===== src/rtl/rv32_branch_pkg.sv =====
// Shared definitions for the rv32 branch resolution unit: op encodings and link offset.
package rv32_branch_pkg;

    localparam int OP_W = 4;
    typedef logic [OP_W-1:0] op_t;

    localparam op_t OP_BEQ  = 4'b0000;
    localparam op_t OP_BNE  = 4'b0001;
    localparam op_t OP_BLT  = 4'b0100;
    localparam op_t OP_BGE  = 4'b0101;
    localparam op_t OP_BLTU = 4'b0110;
    localparam op_t OP_BGEU = 4'b0111;
    localparam op_t OP_JAL  = 4'b1000;
    localparam op_t OP_JALR = 4'b1001;

    localparam int LINK_OFFSET = 4;

endpackage


===== src/rtl/branch_cmp.sv =====
// Combinational taken decision for conditional branches and unconditional jumps.
module branch_cmp
    import rv32_branch_pkg::*;
#(
    parameter int XLEN = 32
) (
    input  op_t             op,
    input  logic [XLEN-1:0] rs1,
    input  logic [XLEN-1:0] rs2,
    output logic            taken
);

    logic eq;
    logic lt_s;
    logic lt_u;

    assign eq   = (rs1 == rs2);
    assign lt_s = ($signed(rs1) < $signed(rs2));
    assign lt_u = (rs1 < rs2);

    // NOTE: every output of an always_comb gets a default first so no path can infer a latch.
    always_comb begin
        taken = 1'b0;
        case (op)
            OP_BEQ:  taken = eq;
            OP_BNE:  taken = ~eq;
            OP_BLT:  taken = lt_s;
            OP_BGE:  taken = ~lt_s;
            OP_BLTU: taken = lt_u;
            OP_BGEU: taken = ~lt_u;
            OP_JAL:  taken = 1'b1;
            OP_JALR: taken = 1'b1;
            default: taken = 1'b0;
        endcase
    end

endmodule


===== src/rtl/branch_unit.sv =====
// Pipelined branch/jump resolution: taken, target, link and misalignment per op,
// with valid/ready on both sides, flush, and 1 or 2 register stages.
module branch_unit
    import rv32_branch_pkg::*;
#(
    parameter int XLEN      = 32,
    parameter int PIPE      = 1,
    parameter int IMM_SHIFT = 1,
    parameter int IALIGN    = 32
) (
    input  logic            clk,
    input  logic            rst_n,
    input  logic            flush,
    input  logic            in_valid,
    output logic            in_ready,
    input  op_t             in_op,
    input  logic [XLEN-1:0] in_pc,
    input  logic [XLEN-1:0] in_imm,
    input  logic [XLEN-1:0] in_rs1,
    input  logic [XLEN-1:0] in_rs2,
    output logic            out_valid,
    input  logic            out_ready,
    output logic            out_taken,
    output logic [XLEN-1:0] out_target,
    output logic [XLEN-1:0] out_link,
    output logic            out_misalign
);

    logic [XLEN-1:0] br_target;
    logic [XLEN-1:0] jalr_sum;
    logic [XLEN-1:0] jalr_target;
    logic [XLEN-1:0] calc_target;
    logic [XLEN-1:0] calc_link;

    assign br_target   = in_pc + (in_imm << IMM_SHIFT);
    assign jalr_sum    = in_rs1 + in_imm;
    assign jalr_target = jalr_sum & ~{{(XLEN-1){1'b0}}, 1'b1};
    assign calc_target = (in_op == OP_JALR) ? jalr_target : br_target;
    assign calc_link   = in_pc + XLEN'(LINK_OFFSET);

    // Operands feeding the output stage: straight from the inputs, or from stage 1.
    logic            pre_valid;
    op_t             pre_op;
    logic [XLEN-1:0] pre_rs1;
    logic [XLEN-1:0] pre_rs2;
    logic [XLEN-1:0] pre_target;
    logic [XLEN-1:0] pre_link;
    logic            pre_taken;
    logic            pre_misalign;
    logic            out_free;

    assign out_free = ~out_valid | out_ready;

    generate
        if (PIPE == 1) begin : g_pipe1
            assign in_ready   = rst_n & ~flush & out_free;
            assign pre_valid  = in_valid & in_ready;
            assign pre_op     = in_op;
            assign pre_rs1    = in_rs1;
            assign pre_rs2    = in_rs2;
            assign pre_target = calc_target;
            assign pre_link   = calc_link;
        end else begin : g_pipe2
            logic            s1_valid;
            op_t             s1_op;
            logic [XLEN-1:0] s1_rs1;
            logic [XLEN-1:0] s1_rs2;
            logic [XLEN-1:0] s1_target;
            logic [XLEN-1:0] s1_link;
            logic            s1_free;

            // Stage 1 may reload whenever its current op moves into the output stage.
            assign s1_free  = ~s1_valid | out_free;
            assign in_ready = rst_n & ~flush & s1_free;

            // NOTE: sequential state uses non-blocking assignments so every register samples pre-edge values.
            always_ff @(posedge clk) begin
                if (!rst_n) begin
                    s1_valid  <= 1'b0;
                    s1_op     <= '0;
                    s1_rs1    <= '0;
                    s1_rs2    <= '0;
                    s1_target <= '0;
                    s1_link   <= '0;
                end else if (flush) begin
                    s1_valid <= 1'b0;
                end else if (s1_free) begin
                    s1_valid <= in_valid;
                    if (in_valid) begin
                        s1_op     <= in_op;
                        s1_rs1    <= in_rs1;
                        s1_rs2    <= in_rs2;
                        s1_target <= calc_target;
                        s1_link   <= calc_link;
                    end
                end
            end

            assign pre_valid  = s1_valid;
            assign pre_op     = s1_op;
            assign pre_rs1    = s1_rs1;
            assign pre_rs2    = s1_rs2;
            assign pre_target = s1_target;
            assign pre_link   = s1_link;
        end
    endgenerate

    branch_cmp #(
        .XLEN (XLEN)
    ) u_cmp (
        .op    (pre_op),
        .rs1   (pre_rs1),
        .rs2   (pre_rs2),
        .taken (pre_taken)
    );

    assign pre_misalign = pre_taken & ((IALIGN == 16) ? pre_target[0] : pre_target[1]);

    // Output registers only change when empty or drained, which keeps them stable under backpressure.
    always_ff @(posedge clk) begin
        if (!rst_n) begin
            out_valid    <= 1'b0;
            out_taken    <= 1'b0;
            out_target   <= '0;
            out_link     <= '0;
            out_misalign <= 1'b0;
        end else if (flush) begin
            out_valid <= 1'b0;
        end else if (out_free) begin
            out_valid <= pre_valid;
            if (pre_valid) begin
                out_taken    <= pre_taken;
                out_target   <= pre_target;
                out_link     <= pre_link;
                out_misalign <= pre_misalign;
            end
        end
    end

endmodule


===== config.mk =====
export PLATFORM = sky130hd
export DESIGN_NAME = branch_unit
export DESIGN_NICKNAME = d
export VERILOG_FILES = /design/src/rtl/rv32_branch_pkg.sv /design/src/rtl/branch_cmp.sv /design/src/rtl/branch_unit.sv
export SDC_FILE = /design/constraint.sdc
export NUM_CORES = 1
export LEC_CHECK = 0
export ABC_AREA = 1
export CAP_MARGIN = 20
export CORE_ASPECT_RATIO = 1.4
export CORE_MARGIN = 3
export CORE_UTILIZATION = 57
export DETAILED_ROUTE_END_ITERATION = 8
export GPL_TIMING_DRIVEN = 0
export PLACE_DENSITY = 0.95
export SLEW_MARGIN = 25
export SYNTH_ARGS = -nofsm -noshare
export SYNTH_HDL_FRONTEND = slang
export SYNTH_HIERARCHICAL = 1
export SYNTH_SLANG_ARGS = --single-unit

===== constraint.sdc =====
create_clock -name clk -period 4.5 [get_ports clk]
set_input_delay 0.45 -clock clk [delete_from_list [all_inputs] [get_ports clk]]
set_output_delay 0.45 -clock clk [all_outputs]
set_load 0.1 [all_outputs]

* Yosys cells after proc, flatten, opt, wreduce, memory -nomap -nowiden *
Index checks and enable logic that the tools add are counted.

word-level totals
  input bits = 137
  logic and storage cells = 35
  bits in registers = 67
  output and inout bits = 68

cells by class
  add/sub/neg operators = 3
  reduce and logical (&&, ||, !) cells = 4
  bitwise gates (word level) = 11
  magnitude comparators = 2
  multiplexer cells = 2
  equal/unequal tests = 8

operator list
  operator                                                               number
  32-bit adder                                                           2
  32-bit less-than comparator                                            2
  32-bit by 3-bit adder with 32-bit output, second input constant        1
  32-bit equality test                                                   1
  32-bit 2-to-1 mux                                                      1
  4-bit by 3-bit equality test with 1-bit output, second input constant  4
  4-bit equality test, second input constant                             2
  1-bit one-hot mux with 7 select lines                                  1
  1-bit inverter                                                         6
  1-bit AND                                                              4
  4-bit by 1-bit equality test with 1-bit output, second input constant  1
  4-bit logical NOT                                                      1
  2-bit OR reduction                                                     2
  3-bit AND reduction                                                    1
  1-bit OR                                                               1

* Depth between registers and ports, before layout *
Gate-level depths: netlist of run 1.

  word-level depth = 5
  depth in mapped cells = 16
  gate-level depth less buffers = 16

* Modules after synthesis *
Netlist of run 1, hierarchy kept.

by module, submodules not included
  module       cells each  area each (um^2)  seq. area each (um^2)  times used
  branch_unit  1448        8074.0            1341.3                 1
  branch_cmp   176         1006.0            0.0                    1

* Worst setup path before layout of run 1 *
OpenSTA, ideal clock, no wires.

  path kind = reg2reg
  from = register out_valid
  to = register out_link[23]
  buffers on the path = 2
  data required time = 4.382 ns
  setup time = 0.118 ns
  clock period less this slack = 2.272 ns
  arrival time = 2.154 ns
  stages on the path, launching flop included = 10
  slack = 2.228 ns
  path through = dfxtp_1 inv_1 nor2_1 nor2_4 nand2_2 clkinv_2 buf_6 buf_4 o211ai_1 inv_1

between the ends
  word-level cells in the longest chain between the ends = 5

ends and longest elaborated chain
  element                        RTL line            RTL
  start: declaration             branch_unit.sv:21   output logic out_valid,
  start signal: assignment       branch_unit.sv:130  out_valid <= pre_valid;
  1-bit inverter                 branch_unit.sv:52   assign out_free = ~out_valid | out_ready;
  1-bit OR                       branch_unit.sv:52
  1-bit AND                      branch_unit.sv:56   assign in_ready = rst_n & ~flush & out_free;
  via in_ready                   branch_unit.sv:15   output logic in_ready,
  1-bit AND                      branch_unit.sv:57   assign pre_valid = in_valid & in_ready;
  3-bit AND reduction (no line)  --
  end signal: assignment         branch_unit.sv:134  out_link <= pre_link;
  end: declaration               branch_unit.sv:25   output logic [XLEN-1:0] out_link,

The timed path passes the listed nets, and every way through them passes these cells.
A chain may end at the register's enable or synchronous reset.

* Final worst setup path of run 1 *
  from = input flush
  to = output in_ready

between the ends
  word-level cells in the longest chain between the ends = 3

ends and longest elaborated chain
  element                   RTL line           RTL
  start: declaration        branch_unit.sv:13  input logic flush,
  1-bit inverter (no line)  --
  1-bit AND (2 in a row)    branch_unit.sv:56
  end: declaration          branch_unit.sv:15

Every way passes these cells.

==> results of run 1 <==
[power groups by stage]
stage	Clock (mW)	Sequential (mW)	Combinational, mW
finish	0.850	0.641	1.25
global route	0.869	0.643	1.37
CTS	0.847	0.640	1.24
detailed placement	0	0.653	1.23
global placement	0	0.652	1.21
floorplan	0	0.866	0.613
[layout by cell type, fill, tap and decap left out, types with 9 or more instances in the layout]
| cell | count |
|---|---|
| o21ai_0 | 49 |
| buf_2 | 10 |
| nor3_1 | 20 |
| nand4_1 | 15 |
| clkbuf_1 | 10 |
| nand2_1 | 551 |
| a21oi_1 | 81 |
| nand3b_1 | 9 |
| dfxtp_1 | 67 |
| nand3_1 | 116 |
| o21bai_1 | 17 |
| nor2_1 | 114 |
| clkbuf_16 | 9 |
| clkdlybuf4s50_1 | 203 |
| ha_1 | 93 |
| o21a_1 | 27 |
| inv_1 | 332 |
| xor2_1 | 27 |
[worst max-delay path: stages]
cell and delay, ns:
clkdlybuf4s50_1 0.41, nor2_1 0.13, inv_2 0.07, nor2_4 0.09
clkdlybuf4s50_1 1.16
[stage by stage]
step           std cells  area (um2)  total power, mW  utilization
2_1_floorplan       1624        9080            1.479            -
3_3_place_gp        2023       11360            1.858       0.7277
3_5_place_dp        2023       11360            1.881       0.7277
4_1_cts             2039       11710            2.722       0.7502
5_1_grt             2039       11710            2.880       0.7502
6_report            2039       11710            2.739       0.7502
[cells in the mapped netlist (all sizes together)]
master  number
nand2      562
inv        335
nor2       125
nand3      118
ha          93
a21oi       81
dfxtp       67
o21ai       52
o21a        27
xor2        27
nor3        21
o21bai      17
buf         16
nand4       15
clkbuf      10
nand3b       9
o211ai       8
xnor2        8
nor4         7
or2          5
a31oi        4
and2         4
a21o         3
and3         3
clkinv       2
fa           2
o221ai       1
o31ai        1
or4          1
[sequential cells by signal, summed over array words and instances (netlist names)]
signal and cells:
out_link 32, out_misalign 1, out_target 32, out_valid 1
out_taken 1
[routing by layer]
layer	part of all wire	up-vias
met2	0.50	417
met3	0.058	114
met5	0	-
li1	-	5503
met4	0.057	0
met1	0.38	4817
[cell type report]
class,instances,area [um2],share of cell area
clock buffers,10,239.0,0.02041
repair buffers,203,2032,0.1735
flip-flops and latches,67,1341,0.1146
plain buffers,26,132.6,0.01133
inverters,337,1266,0.1081
clock inverters,6,112.6,0.009617
well taps,196,245.2,0.02094
multi-input cells,1194,6340,0.5415
[path summary, 6_finish.rpt]
| kind | from | end | slack, ns |
|---|---|---|---|
| min reg2reg | out_link[3] | out_link[3] | 0.47 |
| min | out_link[3] | out_link[3] | 0.47 |
| max | flush | in_ready | 1.75 |
| max reg2reg | out_valid | out_target[13] | 2.63 |
[logic make-up after synthesis]
| group | Yosys count | share of synthesized area |
|---|---|---|
| buffers and inverters | 363 | 0.1541 |
| AO/OA/AOI/OAI | 194 | 0.1237 |
| flip-flops | 67 | 0.1477 |
| adder cells (fa/ha/maj) | 95 | 0.1326 |
| AND/OR/NAND/NOR | 870 | 0.4082 |
| XOR/XNOR | 35 | 0.03376 |
==> summary.md, run 1 <==
| Metric | Value |
|---|---|
| Status | `finished clean` |
| Global-route wire length before repair | `51.33 mm` |
| Syn avg cell area | `5.591 um2` |
| Mapped cell area | `0.009080 mm2` |
| Global Route met2 Usage | `0.6692` |
| # DRC | `0` |
| Yosys cell types | `47` |
| Routed wire per std cell | `15.98 um` |
| Final WL | `32.58 mm` |
| Synth top area cells | `nand2_1, dfxtp_1, inv_1` |
| Synth Warn # | `6` |
| Vias in the first global route | `10580` |
| Net Count, Synth | `1856` |
| Psw | `1.131 mW` |
| Final hold vios | `0` |
| Synth area leader | `nand2_1` |
| Diode count | `0` |
| Worst-Skew Late Latency | `0.34 ns` |
| Synth-to-Final Area Change | `28.95%` |
| Flop pwr share | `0.234` |
| Worst Setup Path Type | `in2out` |
| Die width | `112.7 um` |
| DPL Wire Length | `27.41 mm` |
| Pre-Repair DR Iteration Count | `5` |
| Clock Sinks | `67` |
| Initial core utilization | `0.5818` |
| Nets | `2070` |
| Measured slew at the worst slew-check pin | `1.049 ns` |
| Pre-CTS WS | `1.527 ns` |
| Pin count of the biggest net entering global routing | `13` |
| Die ar. | `0.01750 mm2` |
| Routed vias | `10850` |
| Crit path arrival time | `2.30 ns` |
| Syn Inst Count | `1624` |
| Internal power | `1.608 mW` |
| Overflow after GRT | `0` |
| Area share of the largest cell type after synthesis | `0.2278` |
| Core Rows | `54` |
| # IOs | `205` |
| Vias per inst | `5.322` |
| Fin crit share | `0.6122` |
| CTS H-tree lvls | `3` |
| Filler cell count | `1344` |
| Slew margin rel. | `0.2984` |
| Postcts setup bufs | `0` |
| Worst Hold Path Cells | `2` |
| PortBufs | `203` |
| Critical Path Sink Type | `primary output` |
| Worst endpoint required time | `4.05 ns` |
| Power per cell area | `233.9 mW/mm2` |
| CP Launch Type | `primary input` |
| Clock transition at the registers of the reported paths | `0.06 ns` |
| GRT Total Usage | `0.3666` |
| Clock power share | `0.310` |
| Antenna violations before repair | `0` |
| GR Util met3 | `0.03930` |
| Tmin final | `2.755 ns` |
| RSZ-0062 raised after global routing | `no` |
| Setup Skew | `0.01196 ns` |
| Synthesis-stage register bit count | `67` |
| Max-slew violations | `0` |
| Core Region | `0.01561 mm2` |
| Seq/Total Area, Yosys | `0.1477` |
| CP max FO | `2` |
| Logic pwr share | `0.456` |
| Final setup vio count | `0` |
| Pleak | `6.532 nW` |
| GRT met1 Usage | `0.4111` |
| Die height | `155.3 um` |
| Setup Total Neg Slack | `0 ns` |
| R2R cell count | `10` |
| Maxcap violations | `0` |
| Hold Buf Count CTS | `0` |
| Final ANT Viol Nets | `0` |
| Final hold slack | `0.4672 ns` |
| GR peak layer | `met2` |
| Gpl congestion | `0.9810` |
| Layout cells sized above 1 | `0.03635` |
| Worst Hold Class | `reg2reg` |
| Max VDD drop | `0.0003062 V` |
| First DRT Iteration DRCs | `850` |
| CTS max path bufs | `2` |
| Root Buffer | `clkbuf_16` |
| Final worst slack | `1.745 ns` |
| CTS tree | `done` |
| Switching Share | `0.4128` |
| Fmax | `0.3630 GHz` |
| Cts bufs inserted | `9` |
| Post-cts resize count | `0` |
Power figures use the tool's default switching activity.
==> run 2, diff against run 1 <==
--- a/config.mk
+++ b/config.mk
@@ -9,10 +9,10 @@
 export CAP_MARGIN = 20
 export CORE_ASPECT_RATIO = 1.4
 export CORE_MARGIN = 3
-export CORE_UTILIZATION = 57
+export CORE_UTILIZATION = 53
 export DETAILED_ROUTE_END_ITERATION = 8
 export GPL_TIMING_DRIVEN = 0
-export PLACE_DENSITY = 0.95
+export PLACE_DENSITY = 0.94
 export SLEW_MARGIN = 25
 export SYNTH_ARGS = -nofsm -noshare
 export SYNTH_HDL_FRONTEND = slang
==> constraint.sdc (replaced) <==
create_clock -name clk -period 2.8 [get_ports clk]
set_input_delay 0.28 -clock clk [delete_from_list [all_inputs] [get_ports clk]]
set_output_delay 0.28 -clock clk [all_outputs]
set_load 0.1 [all_outputs]
==> run 2 against run 1 <==
  * Clock-buffer cell count grew 1
  * First-iteration DRC count decreased by 13%
  * Worst hold slack got worse by 0.13 ns
  * Cell area fell by 0.16%
  * Global-route usage is 2.1 points lower
  * Combinational power rose by 61%
  * Clock skew fell by 0.0033 ns
  * Clock power grew 46%
  * Largest power group unchanged
==> summary.md, run 2 (synthesis results as in run 1) <==
| Metric | Value |
|---|---|
| Vias per inst | `5.334 (+0.23%)` |
| Overflow after GRT | `0 (unchanged)` |
| Worst-Skew Late Latency | `0.34 ns (about the same)` |
| CP max stage cell | `clkdlybuf4s50_1` |
| Crit-path leading delay family | `simple AND/OR/NAND/NOR gates` |
| Postcts setup bufs | `0 (unchanged)` |
| First DRT Iteration DRCs | `737 (-13%)` |
| CP max stage delay | `0.47 ns (-0.69 ns)` |
| Clock Sinks | `67 (unchanged)` |
| CTS max path bufs | `2 (unchanged)` |
| Routed wire per std cell | `16.02 um (+0.27%)` |
| RSZ-0062 raised after global routing | `no` |
| Worst Setup Path Type | `in2reg` |
| Setup Total Neg Slack | `0 ns (unchanged)` |
| Critical Path Sink Type | `register` |
| Max-slew violations | `0 (unchanged)` |
| Worst Hold Class | `in2reg` |
| Critical path depth | `13 (+8)` |
| Cts bufs inserted | `9 (unchanged)` |
| Die width | `116.6 um (+3.5%)` |
| PortBufs | `203 (unchanged)` |
| Tmin final | `2.496 ns` |
| Placed Cells incl. Taps | `2030 (+0.35%)` |
| Setup Skew | `0.008698 ns (-0.003258 ns)` |
| CTS H-tree lvls | `3 (unchanged)` |
| Status | `finished clean` |
| Crit path arrival time | `2.72 ns (+0.42 ns)` |
| GRT Total Usage | `0.3452 (-0.02136)` |
| Gpl congestion | `0.9926 (+1.2%)` |
| Core Rows | `56 (+3.7%)` |
| Antenna violations before repair | `0 (unchanged)` |
| Clock transition at the registers of the reported paths | `0.06 ns (about the same)` |
| CP max FO | `5 (+3)` |
| Slew margin rel. | `0.3155 (+0.01710)` |
| Most frequent cells in the layout | `nand2_1, inv_1, clkdlybuf4s50_1, nand3_1, nor2_1` |
| Fin area | `0.01169 mm2 (-0.16%)` |
| Pre-Repair DR Iteration Count | `6 (+1)` |
| Synth-to-Final Area Change | `28.75%` |
| Root Buffer | `clkbuf_16` |
| Fin crit share | `0.8915` |
| Most common cell on crit path | `nand3_1` |
| CP Launch Type | `primary input` |
| Routed vias | `10910 (+0.53%)` |
| Placed cell areas | `0.01137 mm2 (about the same)` |
| Measured slew at the worst slew-check pin | `1.024 ns (-0.02557 ns)` |
| Die height | `160.9 um (+3.6%)` |
| R2R setup slack | `0.95 ns (-1.68 ns)` |
| Maxcap violations | `0 (unchanged)` |
| WP buf/inv | `2 (-1)` |
| Worst Hold Path Cells | `3 (+1)` |
| Pin count of the biggest net entering global routing | `12 (-1)` |
| Finished Layout Cells | `2045 (+0.29%)` |
| Filler cell count | `1502 (+12%)` |
| Initial core utilization | `0.5400 (-0.04181)` |
| Final hold vios | `0 (unchanged)` |
| Global-route wire length before repair | `50.91 mm (-0.82%)` |
| Pleak | `6.507 nW (-0.38%)` |
| Commonest non-fill, non-tap cell in the layout | `nand2_1` |
| Post-cts resize count | `0 (unchanged)` |
| Core Region | `0.01682 mm2 (+7.7%)` |
| Vias in the first global route | `10750 (+1.6%)` |
| Largest registers | `out_link x32, out_target x32` |
| CTS tree | `done` |
| Util after Layout | `0.6952 (-0.05504)` |
| Power per cell area | `365.9 mW/mm2 (+56%)` |
| # DRC | `0 (unchanged)` |
| # IOs | `205 (unchanged)` |
| Hold Buf Count CTS | `0 (unchanged)` |
| Final ANT Viol Nets | `0 (unchanged)` |
| Max VDD drop | `0.0003121 V (+1.9%)` |
| Final setup vio count | `0 (unchanged)` |
| Fmax | `0.4006 GHz` |
| Nets | `2070 (unchanged)` |
| Die ar. | `0.01876 mm2 (+7.2%)` |
| Layout cells sized above 1 | `0.03583 (-0.0005232)` |
| Diode count | `0 (unchanged)` |
| Final WL | `32.76 mm (+0.56%)` |
| Worst endpoint required time | `3.02 ns (-1.03 ns)` |
| DPL Wire Length | `27.95 mm (+2.0%)` |
| R2R cell count | `10 (unchanged)` |
| Crit-path cells | `clkdlybuf4s50_1 -> inv_1 -> ha_1 -> nand2_2 -> o21ai_0 -> nor2_1 -> nand2_1 -> nor2_1 -> nand3_1 -> nand3_1 -> nand3_1 -> nand2_1 -> a21oi_1` |
==> run 2: cell type report <==
| cell class | instances | area (um2) | share of cell area |
|---|---|---|---|
| tap | 203 | 254.0 | 0.02173 |
| inverter | 337 | 1266 | 0.1083 |
| buffer | 26 | 132.6 | 0.01135 |
| sequential | 67 | 1341 | 0.1147 |
| clock buffer | 11 | 242.7 | 0.02076 |
| timing repair buffer | 203 | 2032 | 0.1738 |
| multi-input combinational | 1194 | 6346 | 0.5429 |
| clock inverter | 4 | 75.07 | 0.006422 |
==> run 2: power breakdown <==
part	total [mW]	switching [mW]	leakage, nW	internal [mW]
registers	1.03	0.0269	0.547	1.00
logic	2.01	1.32	5.81	0.686
clock network	1.24	0.441	0.148	0.799
total	4.28	1.79	6.51	2.49
==> run 2: final timing paths <==
check / start / to
worst max-delay path: in_rs2[31] / out_misalign
worst min register to register: out_target[1] / out_target[1]
worst max register to register: out_valid / out_target[13]
worst min-delay path: rst_n / out_link[1]
==> run 2: worst register-to-register path, stage by stage, from the launching register on <==
cell and delay [ns]:
dfxtp_1 0.33, inv_1 0.04, nor2_1 0.21, nor2_4 0.07
nand2_2 0.17, clkinv_2 0.21, buf_6 0.20, buf_4 0.20
nand3_1 0.20, nand2_1 0.08, inv_1 0.08
==> run 2: metrics by stage <==
step,power (mW),setup WS (ns),hold WS [ns]
after floorplan,2.377,0.5276,0.3700
after global placement,2.989,0.01721,0.4345
after detailed placement,3.027,-0.03418,0.4384
after CTS,4.252,0.3067,0.3363
after global routing,4.518,0.07566,0.3487
final,4.277,0.3038,0.3357
==> run 2: routing by layer <==
metal  share of wire  wire length [um]  up-vias  GRT usage
li1                -                 -     5486          -
met1            0.37             12070     4834     0.3733
met2            0.50             16370      454     0.6208
met3           0.061              2009      134    0.04259
met4           0.071              2318        0     0.2134
met5               0                 0        -          0
==> run 3, diff against run 2 <==
--- a/config.mk
+++ b/config.mk
@@ -9,10 +9,11 @@
 export CAP_MARGIN = 20
 export CORE_ASPECT_RATIO = 1.4
 export CORE_MARGIN = 3
-export CORE_UTILIZATION = 53
+export CORE_UTILIZATION = 45
+export CTS_BUF_LIST = sky130_fd_sc_hd__clkbuf_16
 export DETAILED_ROUTE_END_ITERATION = 8
 export GPL_TIMING_DRIVEN = 0
-export PLACE_DENSITY = 0.94
+export PLACE_DENSITY = 0.83
 export SLEW_MARGIN = 25
 export SYNTH_ARGS = -nofsm -noshare
 export SYNTH_HDL_FRONTEND = slang
==> run 3 against run 2 <==
  * Combinational power barely moved
  * Flip-flop and latch count did not move
  * Sequential share of layout area barely moved
  * Clock skew is 0.0030 ns lower
  * Cell count up 2.3%
  * Via count fell by 1.2%
  * Wire length is 3.0% lower
  * Cell area is essentially flat
  * Maximum frequency increased by 1.1%
  * Setup slack better by 0.026 ns
  * Worst hold slack improved by 0.018 ns
  * First-iteration DRC count down 9.6%
  * Critical endpoint is now out_target[30]
  * Highest routed layer unchanged
==> summary.md, run 3 (synthesis results as in run 1) <==
| Metric | Value |
|---|---|
| Worst-Skew Late Latency | `0.34 ns (about the same)` |
| GRT Total Usage | `0.2821 (-0.06313)` |
| Max Used Layer | `met4` |
| Clock transition at the registers of the reported paths | `0.06 ns (about the same)` |
| DPL Wire Length | `27.27 mm (-2.5%)` |
| Global-route wire length before repair | `50.41 mm (-0.98%)` |
| Fin area | `0.01170 mm2 (about the same)` |
| Core Region | `0.01952 mm2 (+16%)` |
| Internal power | `2.281 mW (-8.3%)` |
| Tmin final | `2.470 ns (-0.02608 ns)` |
| Clock power share | `0.256 (-0.034)` |
| Pleak | `6.485 nW (-0.33%)` |
| Hold Buf Count CTS | `0 (unchanged)` |
| Vias per inst | `5.153 (-3.4%)` |
| Initial core utilization | `0.4652 (-0.07476)` |
| Worst endpoint required time | `3.04 ns (+0.02 ns)` |
| Status | `finished clean` |
| RSZ-0062 raised after global routing | `no` |
| Met1 wire length | `12.17 mm (+0.83%)` |
| # IOs | `205 (unchanged)` |
| Finished Layout Cells | `2092 (+2.3%)` |
| Postcts setup bufs | `0 (unchanged)` |
| Cts bufs inserted | `9 (unchanged)` |
| Overflow after GRT | `0 (unchanged)` |
| Placed cell areas | `0.01142 mm2 (+0.50%)` |
| Logic pwr share | `0.490 (+0.021)` |
| Nets | `2070 (unchanged)` |
| Fin crit share | `0.8822 (-0.009315)` |
| Final ANT Viol Nets | `0 (unchanged)` |
| R2R setup slack | `1.02 ns (+0.07 ns)` |
| Vias in the first global route | `10380 (-3.4%)` |
| Max-slew violations | `0 (unchanged)` |
| Synth-to-Final Area Change | `28.80% (about the same)` |
| Pre-CTS WS | `-0.008254 ns (+0.02593 ns)` |
| CP max stage cell | `clkdlybuf4s50_1` |
| Final WL | `31.79 mm (-3.0%)` |
| Fmax | `0.4048 GHz (+1.1%)` |
| Routed vias | `10780 (-1.2%)` |
| CTS max path bufs | `2 (unchanged)` |
| CP max FO | `4 (-1)` |
| Most common cell on crit path | `nand2_1` |
| Worst Hold Class | `in2reg` |
| Most frequent cells in the layout | `nand2_1, inv_1, clkdlybuf4s50_1, nand3_1, nor2_1` |
| Final setup vio count | `0 (unchanged)` |
| Commonest non-fill, non-tap cell in the layout | `nand2_1` |
| Antenna violations before repair | `1 (+1)` |
| Layout cells sized above 1 | `0.03527 (-0.0005620)` |
| Max VDD drop | `0.0002755 V (-12%)` |
| Measured slew at the worst slew-check pin | `1.018 ns (-0.005648 ns)` |
| Routed wire length on met3 | `1.898 mm (-5.5%)` |
| Pre-Repair DR Iteration Count | `6 (unchanged)` |
| Core Rows | `60 (+7.1%)` |
| CP max stage delay | `0.54 ns (+0.07 ns)` |
| DR WL met2 | `16.00 mm (-2.3%)` |
| Pin count of the biggest net entering global routing | `13 (+1)` |
| First DRT Iteration DRCs | `666 (-9.6%)` |
| Worst Setup Path Type | `in2reg` |
| Final worst slack | `0.3298 ns (+0.02608 ns)` |
| Slew margin rel. | `0.3193 (+0.003777)` |
| Die height | `174.1 um (+8.2%)` |
| Placed Cells incl. Taps | `2075 (+2.2%)` |
| Filler cell count | `1923 (+28%)` |
| Crit path arrival time | `2.71 ns (about the same)` |
| Setup Skew | `0.005697 ns (-0.003000 ns)` |
| Clock Sinks | `67 (unchanged)` |
| # DRC | `0 (unchanged)` |
| Largest registers | `out_link x32, out_target x32` |
| CTS tree | `done` |
| Root Buffer | `clkbuf_16` |
| CP Launch Type | `primary input` |
| Die width | `126.1 um (+8.1%)` |
| Switching Share | `0.4382 (+0.01985)` |
| Flop pwr share | `0.254 (+0.013)` |
| CTS H-tree lvls | `3 (unchanged)` |
| Psw | `1.779 mW (-0.57%)` |
| Crit-path cells | `clkdlybuf4s50_1 -> inv_1 -> fa_1 -> inv_1 -> nand3_1 -> nand3_1 -> nand2_1 -> nand2_1 -> nand2_1 -> nand2_1 -> nand2_1 -> nand2_1 -> nand2_1 -> nand3_1 -> nand3_1 -> nand2_1 -> inv_1` |
| Critical Path Sink Type | `register` |
| Maxcap violations | `0 (unchanged)` |
| Final hold vios | `0 (unchanged)` |
| Gpl congestion | `0.9892 (-0.34%)` |
| Routed wire per std cell | `15.19 um (-5.2%)` |
| Post-cts resize count | `0 (unchanged)` |
| Power per cell area | `347.2 mW/mm2 (-5.1%)` |
| Total power | `4.060 mW (-5.1%)` |
| PortBufs | `203 (unchanged)` |
| Die ar. | `0.02194 mm2 (+17%)` |
[run 3: final cells by class]
class | count | area (um2) | share of cell area
inverters | 337 | 1266 | 0.1083
clock inverters | 7 | 45.04 | 0.003851
clock buffers | 9 | 225.2 | 0.01926
flip-flops and latches | 67 | 1341 | 0.1147
repair buffers | 203 | 2032 | 0.1737
well taps | 248 | 310.3 | 0.02653
diodes | 1 | 2.502 | 0.0002140
multi-input cells | 1194 | 6340 | 0.5421
plain buffers | 26 | 132.6 | 0.01134
[run 3: worst paths after layout]
path / start / endpoint / cells past startpoint
worst max-delay path: in_imm[1] / out_target[30] / 17
worst min-delay path: rst_n / out_link[1] / 3
worst max register to register: out_valid / out_link[12] / 8
worst min register to register: out_target[1] / out_target[1] / 2
[run 3: per-layer routing]
layer,global-route usage,vias to the layer above
met5,0,-
met4,0.1467,0
met3,0.02613,98
met2,0.5180,389
met1,0.3192,4796
li1,-,5497
[run 3: critical path: cells and delay by family]
kind / cells / cell delay, ns
buffers and inverters: 4 / 0.80
adder cells (fa/ha/maj): 1 / 0.46
AND/OR/NAND/NOR: 12 / 1.17
[run 3: stage by stage]
| step | setup TNS, ns | hold WS (ns) | util |
|---|---|---|---|
| global placement | 0 | 0.4348 | 0.5852 |
| global route | 0 | 0.3679 | 0.5992 |
| finish | 0 | 0.3534 | 0.5992 |
| detailed placement | -0.008254 | 0.4456 | 0.5852 |
| CTS | 0 | 0.3561 | 0.5990 |
| floorplan | 0 | 0.3700 | - |
[run 3: power groups by stage]
stage | Combinational, mW | Sequential [mW] | Clock [mW]
global placement | 1.94 | 1.05 | 0
CTS | 1.98 | 1.03 | 1.04
finish | 1.99 | 1.03 | 1.04
global route | 2.19 | 1.03 | 1.07
detailed placement | 1.97 | 1.05 | 0
floorplan | 0.985 | 1.39 | 0
